==> src/rtl/div_unit.sv <==
// Iterative radix-2 restoring divider (DIV/DIVU/REM/REMU) with flush and result-bus stall.
// Optional macro DIV_FASTPATH_EN: divide-by-zero and signed overflow complete after a single cycle.
module div_unit #(
  parameter int XLEN = 32
) (
  input  logic            clk,
  input  logic            rst,
  input  logic            IN_valid,
  input  logic [XLEN-1:0] IN_srcA,
  input  logic [XLEN-1:0] IN_srcB,
  input  logic [1:0]      IN_opcode,
  input  logic [6:0]      IN_tagDst,
  input  logic [4:0]      IN_nmDst,
  input  logic [6:0]      IN_sqN,
  input  logic            IN_branchTaken,
  input  logic [6:0]      IN_branchSqN,
  input  logic            IN_wbStall,
  output logic            OUT_busy,
  output logic            OUT_resValid,
  output logic [XLEN-1:0] OUT_result,
  output logic [6:0]      OUT_tagDst,
  output logic [4:0]      OUT_nmDst,
  output logic [6:0]      OUT_sqN
);
  typedef enum logic [1:0] {IDLE = 2'd0, RUN = 2'd1, DONE = 2'd2} state_t;

  localparam int CW = $clog2(XLEN);
  localparam logic [XLEN-1:0] MIN_NEG = {1'b1, {(XLEN-1){1'b0}}};

  state_t          state;
  logic [CW-1:0]   cnt;
  logic [XLEN-1:0] rem_p0, quo_p0, dvs_p0, srca_p0;
  logic            is_rem_p0, sgn_q_p0, sgn_r_p0, bz_p0, ovf_p0;
  logic [6:0]      tag_p0, sqn_p0;
  logic [4:0]      nm_p0;

  // Younger-than-branch test on 7-bit wrapping sequence numbers.
  function automatic logic killed(input logic [6:0] sqn, input logic [6:0] bsqn, input logic taken);
    logic [6:0] d;
    d = sqn - bsqn;
    return taken && !d[6] && (d != 7'd0);
  endfunction

  function automatic logic [XLEN-1:0] neg_if(input logic [XLEN-1:0] v, input logic s);
    return s ? (~v + XLEN'(1)) : v;
  endfunction

  logic            is_signed, in_bz, in_ovf, kill_held;
  logic [XLEN:0]   rem_sh;
  logic [XLEN-1:0] diff, rem_nx, quo_nx, q_fin, r_fin, res_fin;
  logic            ge;

  assign is_signed = ~IN_opcode[0];
  assign in_bz     = (IN_srcB == '0);
  assign in_ovf    = is_signed && (IN_srcA == MIN_NEG) && (IN_srcB == '1);
  assign kill_held = killed(sqn_p0, IN_branchSqN, IN_branchTaken);

  always_comb begin
    rem_sh  = {rem_p0, quo_p0[XLEN-1]};
    ge      = (rem_sh >= {1'b0, dvs_p0});
    diff    = rem_sh[XLEN-1:0] - dvs_p0;
    rem_nx  = ge ? diff : rem_sh[XLEN-1:0];
    quo_nx  = {quo_p0[XLEN-2:0], ge};
    q_fin   = neg_if(quo_nx, sgn_q_p0);
    r_fin   = neg_if(rem_nx, sgn_r_p0);
    // Architected results for x/0 and MIN/-1 override whatever the iteration produced.
    if (bz_p0) begin
      q_fin = '1;
      r_fin = srca_p0;
    end else if (ovf_p0) begin
      q_fin = MIN_NEG;
      r_fin = '0;
    end
    res_fin = is_rem_p0 ? r_fin : q_fin;
  end

  always_ff @(posedge clk) begin
    if (rst) begin
      state        <= IDLE;
      cnt          <= '0;
      OUT_busy     <= 1'b0;
      OUT_resValid <= 1'b0;
      OUT_result   <= '0;
      OUT_tagDst   <= '0;
      OUT_nmDst    <= '0;
      OUT_sqN      <= '0;
    end else begin
      case (state)
        // Accept: latch the uop and operand magnitudes.
        IDLE: begin
          if (IN_valid && !killed(IN_sqN, IN_branchSqN, IN_branchTaken)) begin
            state     <= RUN;
            OUT_busy  <= 1'b1;
            tag_p0    <= IN_tagDst;
            nm_p0     <= IN_nmDst;
            sqn_p0    <= IN_sqN;
            is_rem_p0 <= IN_opcode[1];
            sgn_q_p0  <= is_signed & (IN_srcA[XLEN-1] ^ IN_srcB[XLEN-1]);
            sgn_r_p0  <= is_signed & IN_srcA[XLEN-1];
            bz_p0     <= in_bz;
            ovf_p0    <= in_ovf;
            srca_p0   <= IN_srcA;
            rem_p0    <= '0;
            quo_p0    <= neg_if(IN_srcA, is_signed & IN_srcA[XLEN-1]);
            dvs_p0    <= neg_if(IN_srcB, is_signed & IN_srcB[XLEN-1]);
`ifdef DIV_FASTPATH_EN
            cnt       <= (in_bz || in_ovf) ? CW'(XLEN-1) : '0;
`else
            cnt       <= '0;
`endif
          end
        end
        // One restoring step per cycle; the last step also registers the result.
        RUN: begin
          if (kill_held) begin
            state    <= IDLE;
            OUT_busy <= 1'b0;
          end else begin
            rem_p0 <= rem_nx;
            quo_p0 <= quo_nx;
            cnt    <= cnt + CW'(1);
            if (cnt == CW'(XLEN-1)) begin
              state        <= DONE;
              OUT_resValid <= 1'b1;
              OUT_result   <= res_fin;
              OUT_tagDst   <= tag_p0;
              OUT_nmDst    <= nm_p0;
              OUT_sqN      <= sqn_p0;
            end
          end
        end
        // Hold the result until the bus slot is granted or the uop is squashed.
        DONE: begin
          if (kill_held || !IN_wbStall) begin
            state        <= IDLE;
            OUT_busy     <= 1'b0;
            OUT_resValid <= 1'b0;
            OUT_result   <= '0;
            OUT_tagDst   <= '0;
            OUT_nmDst    <= '0;
            OUT_sqN      <= '0;
          end
        end
        default: begin
          state    <= IDLE;
          OUT_busy <= 1'b0;
        end
      endcase
    end
  end
endmodule

==> config.mk <==
export PLATFORM = sky130hd
export DESIGN_NAME = div_unit
export DESIGN_NICKNAME = d
export VERILOG_FILES = /design/src/rtl/div_unit.sv
export SDC_FILE = /design/constraint.sdc
export NUM_CORES = 1
export LEC_CHECK = 0
export BUFFER_PORTS_ARGS = -buffer_cell sky130_fd_sc_hd__buf_2
export CAP_MARGIN = 20
export CORE_ASPECT_RATIO = 1.25
export CORE_MARGIN = 10
export CORE_UTILIZATION = 39
export CTS_CLUSTER_DIAMETER = 200
export DETAILED_ROUTE_END_ITERATION = 6
export SLEW_MARGIN = 15
export SYNTH_ARGS = -nofsm -noshare
export SYNTH_HDL_FRONTEND = slang
export SYNTH_SLANG_ARGS = --single-unit
export TNS_END_PERCENT = 30
==> constraint.sdc <==
create_clock -name clk -period 19.19 [get_ports clk]
set_input_delay 0.9595 -clock clk [delete_from_list [all_inputs] [get_ports clk]]
set_output_delay 0.9595 -clock clk [all_outputs]
set_load 0.01 [all_outputs]
==> results of run 1 <==
## area by class of cell
| class | instances | area [um^2] | area share, % |
|---|---|---|---|
| inverter | 76 | 285 | 1.80 |
| timing repair buffer | 164 | 858 | 5.43 |
| tap | 474 | 593 | 3.75 |
| sequential | 212 | 5770 | 36.5 |
| clock inverter | 15 | 230 | 1.46 |
| multi-input combinational | 1163 | 7500 | 47.4 |
| clock buffer | 26 | 587 | 3.71 |
## synthesized netlist by cell type (all sizes together), types with 6 or more instances
library cell	number
nor2b	15
o221ai	7
xnor2	85
ha	51
xor2	66
and2	6
nand4	28
o22ai	8
o211ai	16
or4	15
nand2b	17
o21a	12
and3	8
buf	31
inv	76
o31ai	19
o41ai	16
nor3	29
a31oi	11
a221oi	7
nor4	23
a21oi	108
clkbuf	45
nor2	158
nand2	145
a22oi	24
dfxtp	60
or3	15
o21bai	6
a211oi	8
nand3	12
mux2i	24
edfxtp	152
o21ai	143
## where the power goes
| part | switching [mW] | internal [mW] | leakage, nW |
|---|---|---|---|
| clock network | 0.191 | 0.300 | 0.391 |
| registers | 0.0215 | 0.527 | 1.90 |
| logic | 0.235 | 0.120 | 3.65 |
| total | 0.447 | 0.947 | 5.94 |
## kinds of logic after synthesis
| group | after synthesis | share of synthesized area, % |
|---|---|---|
| AO/OA/AOI/OAI | 435 | 20.0 |
| XOR/XNOR | 151 | 9.55 |
| adder cells (fa/ha/maj) | 54 | 5.04 |
| buffers and inverters | 152 | 4.45 |
| flip-flops | 212 | 41.6 |
| multiplexers | 27 | 1.98 |
| AND/OR/NAND/NOR | 496 | 17.3 |
## layer usage
layer | vias up | global-route usage [%] | wire length [um]
li1 | 5834 | - | -
met3 | 63 | 2.07 | 1930
met4 | 0 | 9.14 | 1950
met5 | - | 0 | 0
met2 | 319 | 35.0 | 22700
met1 | 5901 | 24.0 | 18500
## layout by cell type (no fill, tap or decap), types with 12 or more instances in the layout
| master | synthesis | routed |
|---|---|---|
| nand3_1 | 12 | 12 |
| or4_1 | 13 | 13 |
| nor2_1 | 158 | 156 |
| o31ai_1 | 18 | 18 |
| nand2_1 | 144 | 144 |
| buf_4 | 3 | 15 |
| dfxtp_1 | 60 | 60 |
| mux2i_1 | 24 | 24 |
| nand2b_1 | 17 | 17 |
| nor4_1 | 20 | 20 |
| o21a_1 | 12 | 12 |
| clkbuf_16 | 0 | 23 |
| or3_1 | 15 | 15 |
| ha_1 | 51 | 51 |
| xor2_1 | 66 | 66 |
| a21oi_1 | 105 | 104 |
| xnor2_1 | 85 | 85 |
| o21ai_0 | 133 | 133 |
| o41ai_1 | 14 | 14 |
| nor3_1 | 29 | 29 |
| o211ai_1 | 16 | 16 |
| buf_2 | 22 | 149 |
| inv_1 | 75 | 75 |
| nand4_1 | 28 | 28 |
| nor2b_1 | 15 | 14 |
| edfxtp_1 | 152 | 152 |
| a22oi_1 | 23 | 23 |
## state kept, by name, indices dropped and copies added, names as in the netlist
register      flops
sgn_q_p0          1
cnt               5
OUT_busy          1
OUT_result       32
sqn_p0            7
state             2
bz_p0             1
srca_p0          32
OUT_nmDst         5
sgn_r_p0          1
tag_p0            7
OUT_sqN           7
OUT_resValid      1
nm_p0             5
quo_p0           32
OUT_tagDst        7
dvs_p0           32
ovf_p0            1
is_rem_p0         1
rem_p0           32
## worst min-delay path by stage
| stage | start | end | depth (start not counted) |
|---|---|---|---|
| 2_1_floorplan | state[1] | state[0] | 1 |
| 3_3_place_gp | OUT_result[22] | OUT_result[22] | 2 |
| 3_5_place_dp | OUT_result[12] | OUT_result[12] | 2 |
| 4_1_cts | OUT_result[3] | OUT_result[3] | 2 |
| 5_1_grt | OUT_result[29] | OUT_result[29] | 2 |
| 6_report | OUT_result[0] | OUT_result[0] | 2 |
## critical path, cell delays in order (launching register included)
cell and delay [ns]:
edfxtp_1 0.50, ha_1 0.49, a21oi_2 0.31, nand2b_1 0.12, o21ai_1 0.34, a31oi_1 0.17
o31a_2 0.38, inv_2 0.68, mux2i_1 0.36, ha_1 0.31, nand4b_1 0.15, or4_1 0.45
nor3_1 0.16, o22ai_1 0.22, or4_1 0.53, nand2_1 0.12, xor2_1 0.10, a221o_1 0.33
a32o_1 0.25
## stage by stage
step / area [um^2] / instances / hold slack [ns]
finish: 15800 / 2130 / 0.451
global route: 15800 / 2130 / 0.483
CTS: 15800 / 2130 / 0.454
detailed placement: 15000 / 2089 / 0.443
global placement: 15000 / 2089 / 0.436
floorplan: 13800 / 1527 / 0.444
==> metrics.yaml, run 1 <==
critical_path:
  worst-r2r-cell-count: 18
  required_ns: 19.62
  worstSetupStartpoint: "rem_p0[2]"
  worstPathArrival_ns: 6.50
  cp-end-kind: "flip-flop"
  start_kind: "flip-flop"
  rrSetupSlack_ns: 13.12
  setup.worst_path.end: "OUT_result[24]"
  r2r_end: "OUT_result[24]"
  cp_max_fo: 51
  worstReg2RegStart: "rem_p0[2]"
  critPathKind: "reg2reg"
detailed_routing:
  drc: 0
  ant_nets: 0
  first_pass_iters: 7
  avgRoutedWirePerCell_um: 21.2
  routed_via_density: 5.69
  drtIter0Drc: 927
  via_count: 12100
  wl_um: 45100
global_routing:
  antenna_found_initial: 1
  grt_pass1_wl_um: 68800
  grt_pass1_vias: 11800
  grt_max_degree: 69
  grt_overflow: 0
  grtUsageTotal_pct: 19.9
run_status:
  outcome: "finished clean"
synth:
  synth_edf_count: 152
  synth_cell_types: 83
  synth_area_leaders: "edfxtp_1 (33%), dfxtp_1 (8.7%), xnor2_1 (5.4%)"
  ys_seq_elements: 212
  seq_area_frac_synth_pct: 41.6
  syn_nets: 1678
  synth_top_cell_by_area: "edfxtp_1"
  synth_top_area_share_pct: 33.0
  synthCells: 1527
  syn_area_um2: 13800
  async_flop_share_pct: 0
  ys.warnings.count: 0
  syn_area_per_cell_um2: 9.07
  synthFlopType: "edfxtp_1"
placed_design:
  hpwl_um: 34100
  io_buffers: 149
  pre_cts_ws_ns: 13.22
  routabilityCongestion: 0.945
finish:
  drive_above_1_share_pct: 14.1
  filler_cell_count: 3531
  diodes: 0
  final_core_util_pct: 44.9
  nets: 1791
  syn_to_final_growth_pct: 14.2
min_path:
  hp-class: "reg2reg"
sta:
  worstMarginPinSlew_ns: 1.08
  fin_crit_ns: 6.07
  tns_ns: 0
  worst_slack_ns: 13.12
  relSlewSlack_pct: 28.2
  skew_ns: 0.0201
  period_share_pct: 31.6
  hold_viol_final: 0
  max_freq_mhz: 165
  rsz0062_at_grt: "no"
  setup_viol: 0
  drv_slew: 0
die:
  die-width_um: 189
  coreArea_um2: 35300
  num_rows: 77
  ios: 150
  dieArea_um2: 43500
  die-height_um: 231
  start_util_pct: 39.3
clock_tree:
  post_cts_buffers: 0
  clockBufferDepth: 3
  path_clk_slew_ns: 0.06
  cts_tree: "built"
  clkSinkCount: 212
  htree_levels: 1
  insertion_delay_ns: 0.53
  ctsResizeCount: 0
  cts_buffers: 23
  hold_buffers: 0
  root_buffer: "clkbuf_16"
run:
  max_cap_viol_count: 0
pwr:
  finalPower_mw: 1.39
  pwr_density_cell_nw_per_um2: 88.1
  vdd.ir_drop.worst_mv: 0.0698
  leakagePower_nw: 5.94
Power figures use the tool's default switching activity.
==> inputs of run 2 (changes only) <==
==> constraint.sdc (replaced) <==
create_clock -name clk -period 5.14 [get_ports clk]
set_input_delay 0.257 -clock clk [delete_from_list [all_inputs] [get_ports clk]]
set_output_delay 0.257 -clock clk [all_outputs]
set_load 0.01 [all_outputs]
==> metrics.yaml, run 2 (synthesis results as in run 1) <==
clock_tree:
  htree_levels: 1  # unchanged
  clockBufferDepth: 3  # unchanged
  clkSinkCount: 212  # unchanged
  cts_buffers: 23  # unchanged
  root_buffer: "clkbuf_16"
  path_clk_slew_ns: 0.07  # about the same
  cts_tree: "built"
  insertion_delay_ns: 0.53  # about the same
critical_path:
  start_kind: "flip-flop"
  worstPathArrival_ns: 5.31  # -1.19 ns
  worst-r2r-cell-count: 18  # unchanged
  worstReg2RegStart: "rem_p0[0]"
  required_ns: 5.56  # -14.06 ns
  rrSetupSlack_ns: 0.25  # -12.87 ns
  r2r_end: "OUT_result[24]"
  cp-end-kind: "flip-flop"
  critPathKind: "reg2reg"
  cp_max_fo: 11  # -78%
detailed_routing:
  via_count: 12300  # +1.6%
  drtIter0Drc: 990  # +6.8%
  wl_um: 44800  # -0.76%
  ant_nets: 0  # unchanged
  avgRoutedWirePerCell_um: 20.2  # -4.5%
  drc: 0  # unchanged
  routed_via_density: 5.56  # -2.2%
  first_pass_iters: 5  # -2
min_path:
  min_to: "srca_p0[26]"
  whs_path_depth: 1  # -1
  hold_start: "IN_srcA[26]"
  hp-class: "in2reg"
global_routing:
  grt_overflow: 0  # unchanged
  met2_usage_pct: 34.8  # -0.16 points
  antenna_found_initial: 0  # -1
  gr-usage-met1_pct: 24.0  # +0.047 points
  grtUsageTotal_pct: 20.0  # +0.13 points
  use_met3_pct: 2.37  # +0.30 points
  busiest_layer: "met2"
  grt_pass1_wl_um: 70500  # +2.5%
  grt_pass1_vias: 12500  # +6.1%
  grt_max_degree: 70  # +1.4%
sta:
  setup_viol: 0  # unchanged
  period_share_pct: 95.1  # +63 points
  rsz0062_at_grt: "no"
  relSlewSlack_pct: 28.2  # -0.042 points
  max_freq_mhz: 205  # +24%
  fin_crit_ns: 4.89  # -1.18 ns
  worstMarginPinSlew_ns: 1.08  # +0.000633 ns
  tns_ns: 0  # unchanged
  skew_ns: 0.00918  # -0.0109 ns
  drv_slew: 0  # unchanged
  hold_viol_final: 0  # unchanged
die:
  coreArea_um2: 35300  # unchanged
  die-width_um: 189  # unchanged
  start_util_pct: 39.3  # unchanged
  dieArea_um2: 43500  # unchanged
  die-height_um: 231  # unchanged
  num_rows: 77  # unchanged
  ios: 150  # unchanged
finish:
  diodes: 0  # unchanged
  drive_above_1_share_pct: 16.5  # +2.4 points
  final_common_cell: "nor2_1"
  mostFrequentLayoutCells: "nor2_1 (156), edfxtp_1 (152), buf_2 (149)"
  syn_to_final_growth_pct: 20.4
  nets: 1876  # +4.7%
placed_design:
  routabilityCongestion: 0.957  # +1.3%
  io_buffers: 149  # unchanged
  hpwl_um: 33600  # -1.4%
pwr:
  finalPower_mw: 5.26  # +280%
  pwr_density_cell_nw_per_um2: 316  # +260%
  leakagePower_nw: 6.33  # +6.7%
  vdd.ir_drop.worst_mv: 0.262  # +280%
run_status:
  outcome: "finished clean"
run:
  max_cap_viol_count: 0  # unchanged
## run 2: how the worst max path moves through the flow
| stage | from | to | cells past startpoint |
|---|---|---|---|
| 3_5_place_dp | rem_p0[11] | OUT_result[24] | 18 |
| 6_report | rem_p0[0] | OUT_result[24] | 18 |
| 3_3_place_gp | rem_p0[11] | OUT_result[24] | 18 |
| 2_1_floorplan | sqn_p0[0] | quo_p0[0] | 11 |
| 5_1_grt | quo_p0[31] | OUT_result[27] | 16 |
| 4_1_cts | rem_p0[11] | OUT_result[24] | 18 |
## run 2: per-stage QoR
step / utilization [%] / std cells / setup WS (ns) / area, um^2 / hold slack, ns
5_1_grt: 47.3 / 2214 / 0.00841 / 16700 / 0.00942
3_5_place_dp: 43.3 / 2121 / 0.0248 / 15300 / 0.435
2_1_floorplan: - / 1527 / -0.572 / 13900 / 0.356
3_3_place_gp: 43.3 / 2121 / 0.180 / 15300 / 0.433
4_1_cts: 46.9 / 2211 / 0.000593 / 16600 / 0.00629
6_report: 47.3 / 2214 / 0.252 / 16700 / 0.0203
## run 2: repair_timing
action | CTS | global route
setup buffers | 0 | 3
setup endpoints to repair | 0 | 7
hold buffers | 50 | 0
hold endpoints to repair | 50 | 0
resized for setup | 0 | 22
## run 2: area by class of cell
class / instances / area [um^2]
inverters: 76 / 288
clock buffers: 25 / 583
multi-input cells: 1163 / 7590
flip-flops and latches: 212 / 5770
clock inverters: 15 / 206
well taps: 474 / 593
repair buffers: 249 / 1650
fillers: 3452 / 18600
## run 2: critical path, stage by stage (launching register included)
cell and delay [ns]:
edfxtp_1 0.42, ha_1 0.34, nor2b_1 0.16, o211a_1 0.25, o21ai_2 0.22, a31oi_2 0.14, o31a_2 0.39, inv_4 0.13
mux2i_2 0.27, ha_2 0.25, nand4b_1 0.17, or4_1 0.49, nor3_2 0.16, o22ai_2 0.15, or4_4 0.46, nand2_1 0.10
xor2_1 0.09, a221o_1 0.33, a32o_1 0.26
## run 2: report_power, final
group	internal (mW)	leakage (nW)	switching [mW]	total (mW)
combinational	0.531	4.04	0.892	1.42
clock	1.07	0.394	0.726	1.80
sequential	1.96	1.90	0.0759	2.04
## run 2: layer usage
layer / vias to the layer above / part of all wire (%) / wire, um
li1: 5986 / - / -
met4: 0 / 5.0 / 2240
met3: 79 / 4.9 / 2170
met1: 5895 / 41 / 18400
met2: 354 / 49 / 22000
met5: - / 0 / 0
